--- config.mk ---
export PLATFORM = sky130hd
export DESIGN_NAME = argmax
export DESIGN_NICKNAME = d
export VERILOG_FILES = /design/src/rtl/wrd_pkg.sv /design/src/rtl/argmax_cmp.sv /design/src/rtl/argmax.sv
export SDC_FILE = /design/constraint.sdc
export NUM_CORES = 1
export LEC_CHECK = 0
export CORE_UTILIZATION = 51
export DETAILED_ROUTE_END_ITERATION = 12
export GPL_TIMING_DRIVEN = 0
export PLACE_DENSITY = 0.76
export SLEW_MARGIN = 10
export SYNTH_ARGS = -nofsm -noshare
export SYNTH_HDL_FRONTEND = slang
export SYNTH_SLANG_ARGS = --single-unit
--- constraint.sdc ---
create_clock -name clk_i -period 2.6 [get_ports clk_i]
set_input_delay 0.52 -clock clk_i [delete_from_list [all_inputs] [get_ports clk_i]]
set_output_delay 0.52 -clock clk_i [all_outputs]
set_load 0.01 [all_outputs]
--- src/rtl/wrd_pkg.sv ---
// Shared wake-word decision definitions.
// Holds the argmax state encodings and the default frame geometry, so the
// argmax stage and the wake controller agree on class count and score width.
package wrd_pkg;

    // Default frame geometry shared by argmax and wake
    localparam int ARGMAX_NUM_CLASSES = 3;
    localparam int ARGMAX_DATA_WIDTH  = 32;

    // Argmax control states
    typedef enum logic {
        ARGMAX_COLLECT = 1'd0,
        ARGMAX_EMIT    = 1'd1
    } argmax_state_e;

    // Index width for a class count. A single class still needs one bit,
    // because $clog2(1) is 0.
    function automatic int argmax_idx_width(input int num_classes);
        return (num_classes > 1) ? $clog2(num_classes) : 1;
    endfunction

endpackage

--- src/rtl/argmax_cmp.sv ---
// Signed compare-and-select for the argmax running maximum.
// The candidate wins only on a strictly greater score, so on a tie the
// incumbent stays. The incumbent always has the lower index, so a tie keeps
// the lower class.
module argmax_cmp
    import wrd_pkg::*;
#(
    parameter int DATA_WIDTH = ARGMAX_DATA_WIDTH,
    parameter int IDX_W      = 2
) (
    input  logic signed [DATA_WIDTH-1:0] cand_score,
    input  logic        [IDX_W-1:0]      cand_idx,
    input  logic signed [DATA_WIDTH-1:0] inc_score,
    input  logic        [IDX_W-1:0]      inc_idx,
    output logic signed [DATA_WIDTH-1:0] win_score,
    output logic        [IDX_W-1:0]      win_idx
);

    logic cand_wins;

    // Both operands are declared signed, so this is a full-width
    // two's-complement compare.
    assign cand_wins = (cand_score > inc_score);

    // Select the winning score and index
    always_comb begin
        win_score = inc_score;
        win_idx   = inc_idx;
        if (cand_wins) begin
            win_score = cand_score;
            win_idx   = cand_idx;
        end
    end

endmodule

--- src/rtl/argmax.sv ---
// Frame-level argmax decision stage feeding the wake controller.
// The block takes one signed class score per beat and keeps the running best.
// On the last beat of a frame it registers a one-hot winner and holds it on
// a valid/ready stream until the downstream accepts it.
// Optional feature: define ARGMAX_THRESH_EN to blank the one-hot output
// (data_o = 0, valid_o still 1) when the winning score is below THRESHOLD.
module argmax
    import wrd_pkg::*;
#(
    parameter int                          NUM_CLASSES = ARGMAX_NUM_CLASSES,
    parameter int                          DATA_WIDTH  = ARGMAX_DATA_WIDTH,
    parameter logic signed [DATA_WIDTH-1:0] THRESHOLD  = '0
) (
    input  logic                         clk_i,
    input  logic                         rst_n_i,
    input  logic signed [DATA_WIDTH-1:0] data_i,
    input  logic                         valid_i,
    input  logic                         last_i,
    output logic                         ready_o,
    output logic [NUM_CLASSES-1:0]       data_o,
    output logic                         valid_o,
    output logic                         last_o,
    input  logic                         ready_i
);

    localparam int               IDX_W    = argmax_idx_width(NUM_CLASSES);
    localparam logic [IDX_W-1:0] LAST_IDX = IDX_W'(NUM_CLASSES - 1);

    argmax_state_e                state_reg;
    logic [IDX_W-1:0]             idx_reg;
    // Set once beat NUM_CLASSES-1 has been taken. Any later beats in the
    // same frame are accepted but do not take part in the comparison.
    logic                         full_reg;
    logic signed [DATA_WIDTH-1:0] best_score_reg;
    logic [IDX_W-1:0]             best_idx_reg;
    logic [NUM_CLASSES-1:0]       data_reg;
    logic                         valid_reg;
    logic                         last_reg;

    logic signed [DATA_WIDTH-1:0] cmp_score;
    logic [IDX_W-1:0]             cmp_idx;
    logic signed [DATA_WIDTH-1:0] best_score_next;
    logic [IDX_W-1:0]             best_idx_next;
    logic [NUM_CLASSES-1:0]       onehot_next;
    logic [NUM_CLASSES-1:0]       decision_next;

    // ready_o depends only on state, so it does not combinationally follow
    // any input.
    assign ready_o = (state_reg == ARGMAX_COLLECT);
    assign data_o  = data_reg;
    assign valid_o = valid_reg;
    assign last_o  = last_reg;

    // The incoming beat is the candidate and the running best is the
    // incumbent.
    argmax_cmp #(
        .DATA_WIDTH (DATA_WIDTH),
        .IDX_W      (IDX_W)
    ) u_cmp (
        .cand_score (data_i),
        .cand_idx   (idx_reg),
        .inc_score  (best_score_reg),
        .inc_idx    (best_idx_reg),
        .win_score  (cmp_score),
        .win_idx    (cmp_idx)
    );

    // Running best including the current beat. Beat 0 seeds the best value
    // unconditionally. Beats past the class count leave the best unchanged.
    always_comb begin
        best_score_next = best_score_reg;
        best_idx_next   = best_idx_reg;
        if (!full_reg) begin
            if (idx_reg == '0) begin
                best_score_next = data_i;
                best_idx_next   = '0;
            end else begin
                best_score_next = cmp_score;
                best_idx_next   = cmp_idx;
            end
        end
    end

    // One-hot decode of the winning index. Bit gi is class gi.
    generate
        for (genvar gi = 0; gi < NUM_CLASSES; gi++) begin : g_onehot
            assign onehot_next[gi] = (best_idx_next == IDX_W'(gi));
        end
    endgenerate

`ifdef ARGMAX_THRESH_EN
    // A winner below the minimum score is reported as "no class" but the
    // frame still produces a decision beat.
    assign decision_next = (best_score_next < THRESHOLD) ? '0 : onehot_next;
`else
    logic thresh_unused;
    assign thresh_unused = ^THRESHOLD;
    assign decision_next = onehot_next;
`endif

    // Control FSM, running best and registered decision outputs
    always_ff @(posedge clk_i or negedge rst_n_i) begin
        if (!rst_n_i) begin
            state_reg      <= ARGMAX_COLLECT;
            idx_reg        <= '0;
            full_reg       <= 1'b0;
            best_score_reg <= '0;
            best_idx_reg   <= '0;
            data_reg       <= '0;
            valid_reg      <= 1'b0;
            last_reg       <= 1'b0;
        end else begin
            case (state_reg)
                ARGMAX_COLLECT: begin
                    if (valid_i) begin
                        best_score_reg <= best_score_next;
                        best_idx_reg   <= best_idx_next;
                        // Saturate the index at the last class. The full flag
                        // marks that every class slot has been seen.
                        if (idx_reg == LAST_IDX) begin
                            full_reg <= 1'b1;
                        end else begin
                            idx_reg <= idx_reg + 1'b1;
                        end
                        if (last_i) begin
                            state_reg <= ARGMAX_EMIT;
                            data_reg  <= decision_next;
                            valid_reg <= 1'b1;
                            last_reg  <= 1'b1;
                        end
                    end
                end
                ARGMAX_EMIT: begin
                    // Hold the decision until it is taken, then start a
                    // fresh frame.
                    if (ready_i) begin
                        state_reg <= ARGMAX_COLLECT;
                        data_reg  <= '0;
                        valid_reg <= 1'b0;
                        last_reg  <= 1'b0;
                        idx_reg   <= '0;
                        full_reg  <= 1'b0;
                    end
                end
                default: begin
                    state_reg <= ARGMAX_COLLECT;
                end
            endcase
        end
    end

endmodule

**Word level (Yosys, flattened, before mapping)**

Index checks and enable logic that the tools add are counted.

- Memories kept: 0
- Output and inout bits: 6
- Register bits: 42
- Memory bits (read-only): 0
- Input port bits: 37
- RAM bits: 0
- Bits in latches: 0

- Equal/unequal tests: 8
- Order comparisons: 1
- Multiplexer cells: 24
- Divide/modulo/power cells: 0
- Reduce and logical (&&, ||, !) cells: 8
- Shift operators: 0
- Add/subtract/negate cells: 1
- $mul: 0
- Bitwise operators: 2

Operators by type and width:

| operator | number |
|---|---|
| $mux W32 | 2 |
| $gt A32 B32 Y1 | 1 |
| $mux W2 | 6 |
| $mux W3 | 3 |
| $reduce_and A3 Y1 | 3 |
| $mux W1 | 8 |
| $ne A2 B2 Y1 const B | 4 |
| $pmux W1 S2 | 3 |
| $pmux W3 S2 | 1 |
| $eq A2 B2 Y1 const B | 2 |
| $logic_not A2 Y1 | 2 |
| $pmux W2 S2 | 1 |
| $reduce_and A4 Y1 | 1 |
| $add A2 B1 Y2 const B | 1 |
| $eq A2 B1 Y1 const B | 1 |
| $ne A2 B1 Y1 const B | 1 |
| $not A1 Y1 | 2 |
| $reduce_and A2 Y1 | 1 |
| $reduce_bool A2 Y1 | 1 |

**Longest topological paths before layout**

- Depth after elaboration: 8
- Gate-level depth with buffers: 10
- Mapped depth without buffers: 9

**Cells and area by module**

Synthesis repeated with hierarchy kept, for this count alone.

- Cell total of the unflattened synthesis: 341
- Area, all modules: 3,459.6 sq um

Modules (own cells, without submodules):

| module | times used | cells each | area an instance (sq um) |
|---|---|---|---|
| argmax | 1 | 192 | 2,082.0 |
| argmax_cmp | 1 | 149 | 1,377.6 |

**Worst setup path before layout**

No wires, ideal clock.

- Path type: input-to-reg
- Start point: in data_i[5]
- End point: reg best_score_reg[0]
- Path slack: 0.061 ns
- Library setup time: 0.125 ns
- Stages: 9
- Data arrival time: 2.414 ns
- Buffers on the path: 1
- Path through: ha_1 -> a21oi_1 -> o21ai_1 -> a221o_1 -> o31a_4 -> o211ai_4 -> nor2_8 -> buf_6 -> mux2_4

- Longest elaborated chain between the ends: 3

Ends and longest elaborated chain:

| what | RTL line | source |
|---|---|---|
| start: declaration | argmax.sv:16 | `input logic signed [DATA_WIDTH-1:0] data_i,` |
| $gt A32 B32 Y1 | argmax_cmp.sv:23 | `assign cand_wins = (cand_score > inc_score);` |
| $reduce_bool A2 Y1 (no source line) | n/a |  |
| $reduce_and A4 Y1 (no source line) | n/a |  |
| end signal: assignment | argmax.sv:116 | `best_score_reg <= best_score_next;` |
| end: declaration | argmax.sv:34 | `logic signed [DATA_WIDTH-1:0] best_score_reg;` |

No other way between the ends.
A chain may end at the register's enable or synchronous reset.

**Worst setup path in the final report**

- Start point: reg best_score_reg[25]
- End point: reg data_reg[0], in the netlist data_o[0]

- Longest elaborated chain between the ends: 8

Ends and longest elaborated chain:

| what | RTL line | source |
|---|---|---|
| $gt A32 B32 Y1 | argmax_cmp.sv:23 |  |
| $mux W2 | argmax_cmp.sv:29 | `if (cand_wins) begin` |
| $mux W2 | argmax.sv:74 | `if (idx_reg == '0) begin` |
| $mux W2 | argmax.sv:73 | `if (!full_reg) begin` |
| $logic_not A2 Y1 | argmax.sv:87 | `assign onehot_next[gi] = (best_idx_next == IDX_W'(gi));` |
| $mux W3 | argmax.sv:125 | `if (last_i) begin` |
| $mux W3 | argmax.sv:115 | `if (valid_i) begin` |
| $pmux W3 S2 | argmax.sv:113 | `case (state_reg)` |
| end signal: assignment | argmax.sv:127 | `data_reg <= decision_next;` |
| end: declaration | argmax.sv:36 | `logic [NUM_CLASSES-1:0] data_reg;` |

No other way between the ends. The select of a mux whose other input is x is not followed.

==> flow_metrics.env <==
export IMPL_syn_area_um2=2780
export IMPL_hold_slack_ps=112.4
export IMPL_yosysTopAreaCell="dfrtp_1"
export IMPL_fin_total_pwr_w=0.004384
export IMPL_synth_common_cells="dfrtp_1, inv_1, ha_1"
export IMPL_wl_um=7382
export IMPL_dp_cells=356
export IMPL_critPathKind="reg2reg"
export IMPL_fin_skew_ps=10.70
export IMPL_path_cells="inv_1, ha_4, nand4_1, nor3_4, a221oi_4, buf_4, buf_6, a21o_4, o211ai_4, mux2_4, a32o_1"
export IMPL_yosysUniqueCellTypes=44
export IMPL_drive_above_1_share_pct=37.22
export IMPL_fmax_ghz=0.3617
export IMPL_p_leak_nw=1.853
export IMPL_htreeDepth=2
export IMPL_num_rows=26
export IMPL_clk_latency_ps=300
export IMPL_area_growth_syn_to_layout_pct=41.22
export IMPL_r2r_start="best_score_reg[25]"
export IMPL_violations="setup timing"
export IMPL_antenna_found_initial=0
export IMPL_ys_seq_elements=42
export IMPL_grt_pass1_wl_um=9501
export IMPL_die_h_um=75.83
export IMPL_powerDensity_nw_per_um2=1117
export IMPL_drt_iter0_drc=108
export IMPL_synth_edf_count=0
export IMPL_nets=388
export IMPL_cts_tree="built"
export IMPL_via_per_inst=5.615
export IMPL_antenna_left=0
export IMPL_cts_max_path_buffers=2
export IMPL_synth_avg_cell_area_um2=11.44
export IMPL_worst_pin_slew_ps=389.9
export IMPL_detail_route_wl_per_cell_um=19.07
export IMPL_rsz0062_at_grt="yes"
export IMPL_required_ps=2790
export IMPL_fillerInstances=303
export IMPL_setup_ws_ps=-164.9
export IMPL_post_dp_hpwl_um=3896
export IMPL_yosys_top_cells_area="dfrtp_1, mux2_4, ha_1"
export IMPL_io_buffers=42
export IMPL_period_share_pct=106.3
export IMPL_final_setup_viol_count=37
export IMPL_vias=2173
export IMPL_die_area_um2=5750
export IMPL_insertedDiodeCount=0
export IMPL_fp_dieW_um=75.83
export IMPL_grt_pass1_vias=2110
export IMPL_cp_startpoint="best_score_reg[25]"
export IMPL_status="complete, but fails checks"
export IMPL_r2r_end="data_o[0]"
export IMPL_r2r_slack_ps=-160
export IMPL_post_route_util_pct=75.91
export IMPL_grt_ovfl_total=0
export IMPL_initial_core_util_pct=53.75
export IMPL_ys_warn_count=0
export IMPL_drv_cap=0
export IMPL_critPathMaxFanout=3
export IMPL_synth_cells=243
export IMPL_async_reset_ff_share_pct=100.0
export IMPL_arrival_ps=2950
export IMPL_critical_path_top_delay_family="compound AO/OA/AOI/OAI gates"
export IMPL_yosysSeqAreaShare_pct=37.80
export IMPL_io_pins=43
export IMPL_startpoint_type="register"
export IMPL_largest_register_ffs=32
export IMPL_cts_root_buffer="clkbuf_8"
export IMPL_relSlewSlack_pct=73.95
export IMPL_gr_usage_all_layers_pct=22.81
export IMPL_ys_flop_type="dfrtp_1"
export IMPL_clkSinkCount=42
export IMPL_dr_pass1_iters=4
export IMPL_rr_worst_depth=11
export IMPL_grt_max_degree=31
export IMPL_post_route_min_period_ps=2765
export IMPL_syn_nets=314
export IMPL_hp_class="in2async"
export IMPL_peakVddDrop_mv=0.4519
export IMPL_critical_path_buf_inv_count=3
export IMPL_finalHoldViolCount=0
export IMPL_numCtsBuffers=5
export IMPL_synth_most_common_cell="dfrtp_1"
export IMPL_finalMaxSlewViolations=0
export IMPL_gp_congestion=0.8141
export IMPL_crit_cells=11
export IMPL_clkTransAtPathRegs_ps=80
export IMPL_drc=0
export IMPL_max_stage_delay_ps=370
export IMPL_fin_cells=387
export IMPL_crit_slowest_cell="dfrtp_1"
export IMPL_crit_path_end_kind="register"
export IMPL_tns_ps=-4662
export IMPL_core_area_um2=5172
export IMPL_synth_top_area_share_pct=37.80
export IMPL_setup_worst_path_end="data_o[0]"
[metal layers]
layer | GRT usage, % | up-vias | wire (µm)
met1 | 26.13 | 1066 | 2950
met3 | 4.365 | 28 | 253
met5 | 0 | - | 0
met4 | 6.173 | 0 | 297
met2 | 42.97 | 73 | 3881
li1 | - | 1006 | -
[metrics by stage]
| stage | setup WS, ps | instance area (µm²) |
|---|---|---|
| floorplan | 60.86 | 2780 |
| global placement | -650.3 | 3288 |
| detailed placement | -694.3 | 3303 |
| CTS | 2.274 | 3762 |
| global route | -213.8 | 3926 |
| finish | -164.9 | 3926 |
[final cells by class]
class | instances | area (µm²) | share of cell area [%]
clock buffer | 7 | 76.32 | 1.944
multi-input combinational | 159 | 1815 | 46.24
timing repair buffer | 67 | 685.7 | 17.46
inverter | 38 | 142.6 | 3.633
tap | 70 | 87.58 | 2.231
buffer | 4 | 67.56 | 1.721
sequential | 42 | 1051 | 26.77
[kinds of logic (layout without fill, tap and decap cells)]
group | count (synthesis) | count (layout) | synth area share, %
buffers and inverters | 42 | 116 | 6.616
adder cells (fa/ha/maj) | 34 | 34 | 15.30
multiplexers | 35 | 35 | 18.18
AND/OR/NAND/NOR | 47 | 47 | 10.31
AO/OA/AOI/OAI | 43 | 43 | 11.79
flip-flops | 42 | 42 | 37.80
[worst min path at each step]
stage               cells past startpoint                  to  slack, ps
floorplan                               0     best_idx_reg[0]        220
global placement                        1   best_score_reg[1]        490
detailed placement                      1  best_score_reg[17]        440
CTS                                     1  best_score_reg[17]        120
global route                            1  best_score_reg[10]        140
finish                                  1  best_score_reg[10]        110
[cell usage in the layout, fill, tap and decap left out, types with 2 or more instances in the layout]
cell type        instances
inv_1                   33
nor2_1                   6
nor2b_1                  3
nand3_1                  5
mux2_4                  33
ha_1                    19
o21ai_2                  2
a21oi_2                  2
buf_2                    2
clkbuf_2                 3
clkbuf_8                 5
buf_6                    4
a21oi_1                 16
dfrtp_1                 42
buf_12                   6
ha_4                    15
o211ai_4                 2
clkdlybuf4s50_1         11
nor4_4                   2
inv_2                    5
nand2_1                 16
clkdlybuf4s15_1         10
o21ai_0                  4
and3_1                   2
dlygate4sd2_1           11
buf_4                   16
nand4_1                  6
clkbuf_1                 2
clkdlybuf4s15_2          5
buf_16                   2
[timing repair]
| action | CTS | global route |
|---|---|---|
| pin swaps | 33 | 13 |
| gates resized for setup | 82 | 26 |
| endpoints found under the setup margin | 37 | 37 |
| gates cloned | 2 | 1 |
| endpoints found under the hold margin | 0 | 0 |
| buffers inserted | 15 | 6 |
| hold buffers | 0 | 0 |
[power by group]
part / leakage, nW / internal [W] / total (W) / switching [W]
Clock: 0.0383 / 0.000185 / 0.000408 / 0.000223
Sequential: 0.502 / 0.000974 / 0.00119 / 0.000220
Combinational: 1.31 / 0.00156 / 0.00278 / 0.00122
No activity file was read; power rests on OpenSTA's default activity.
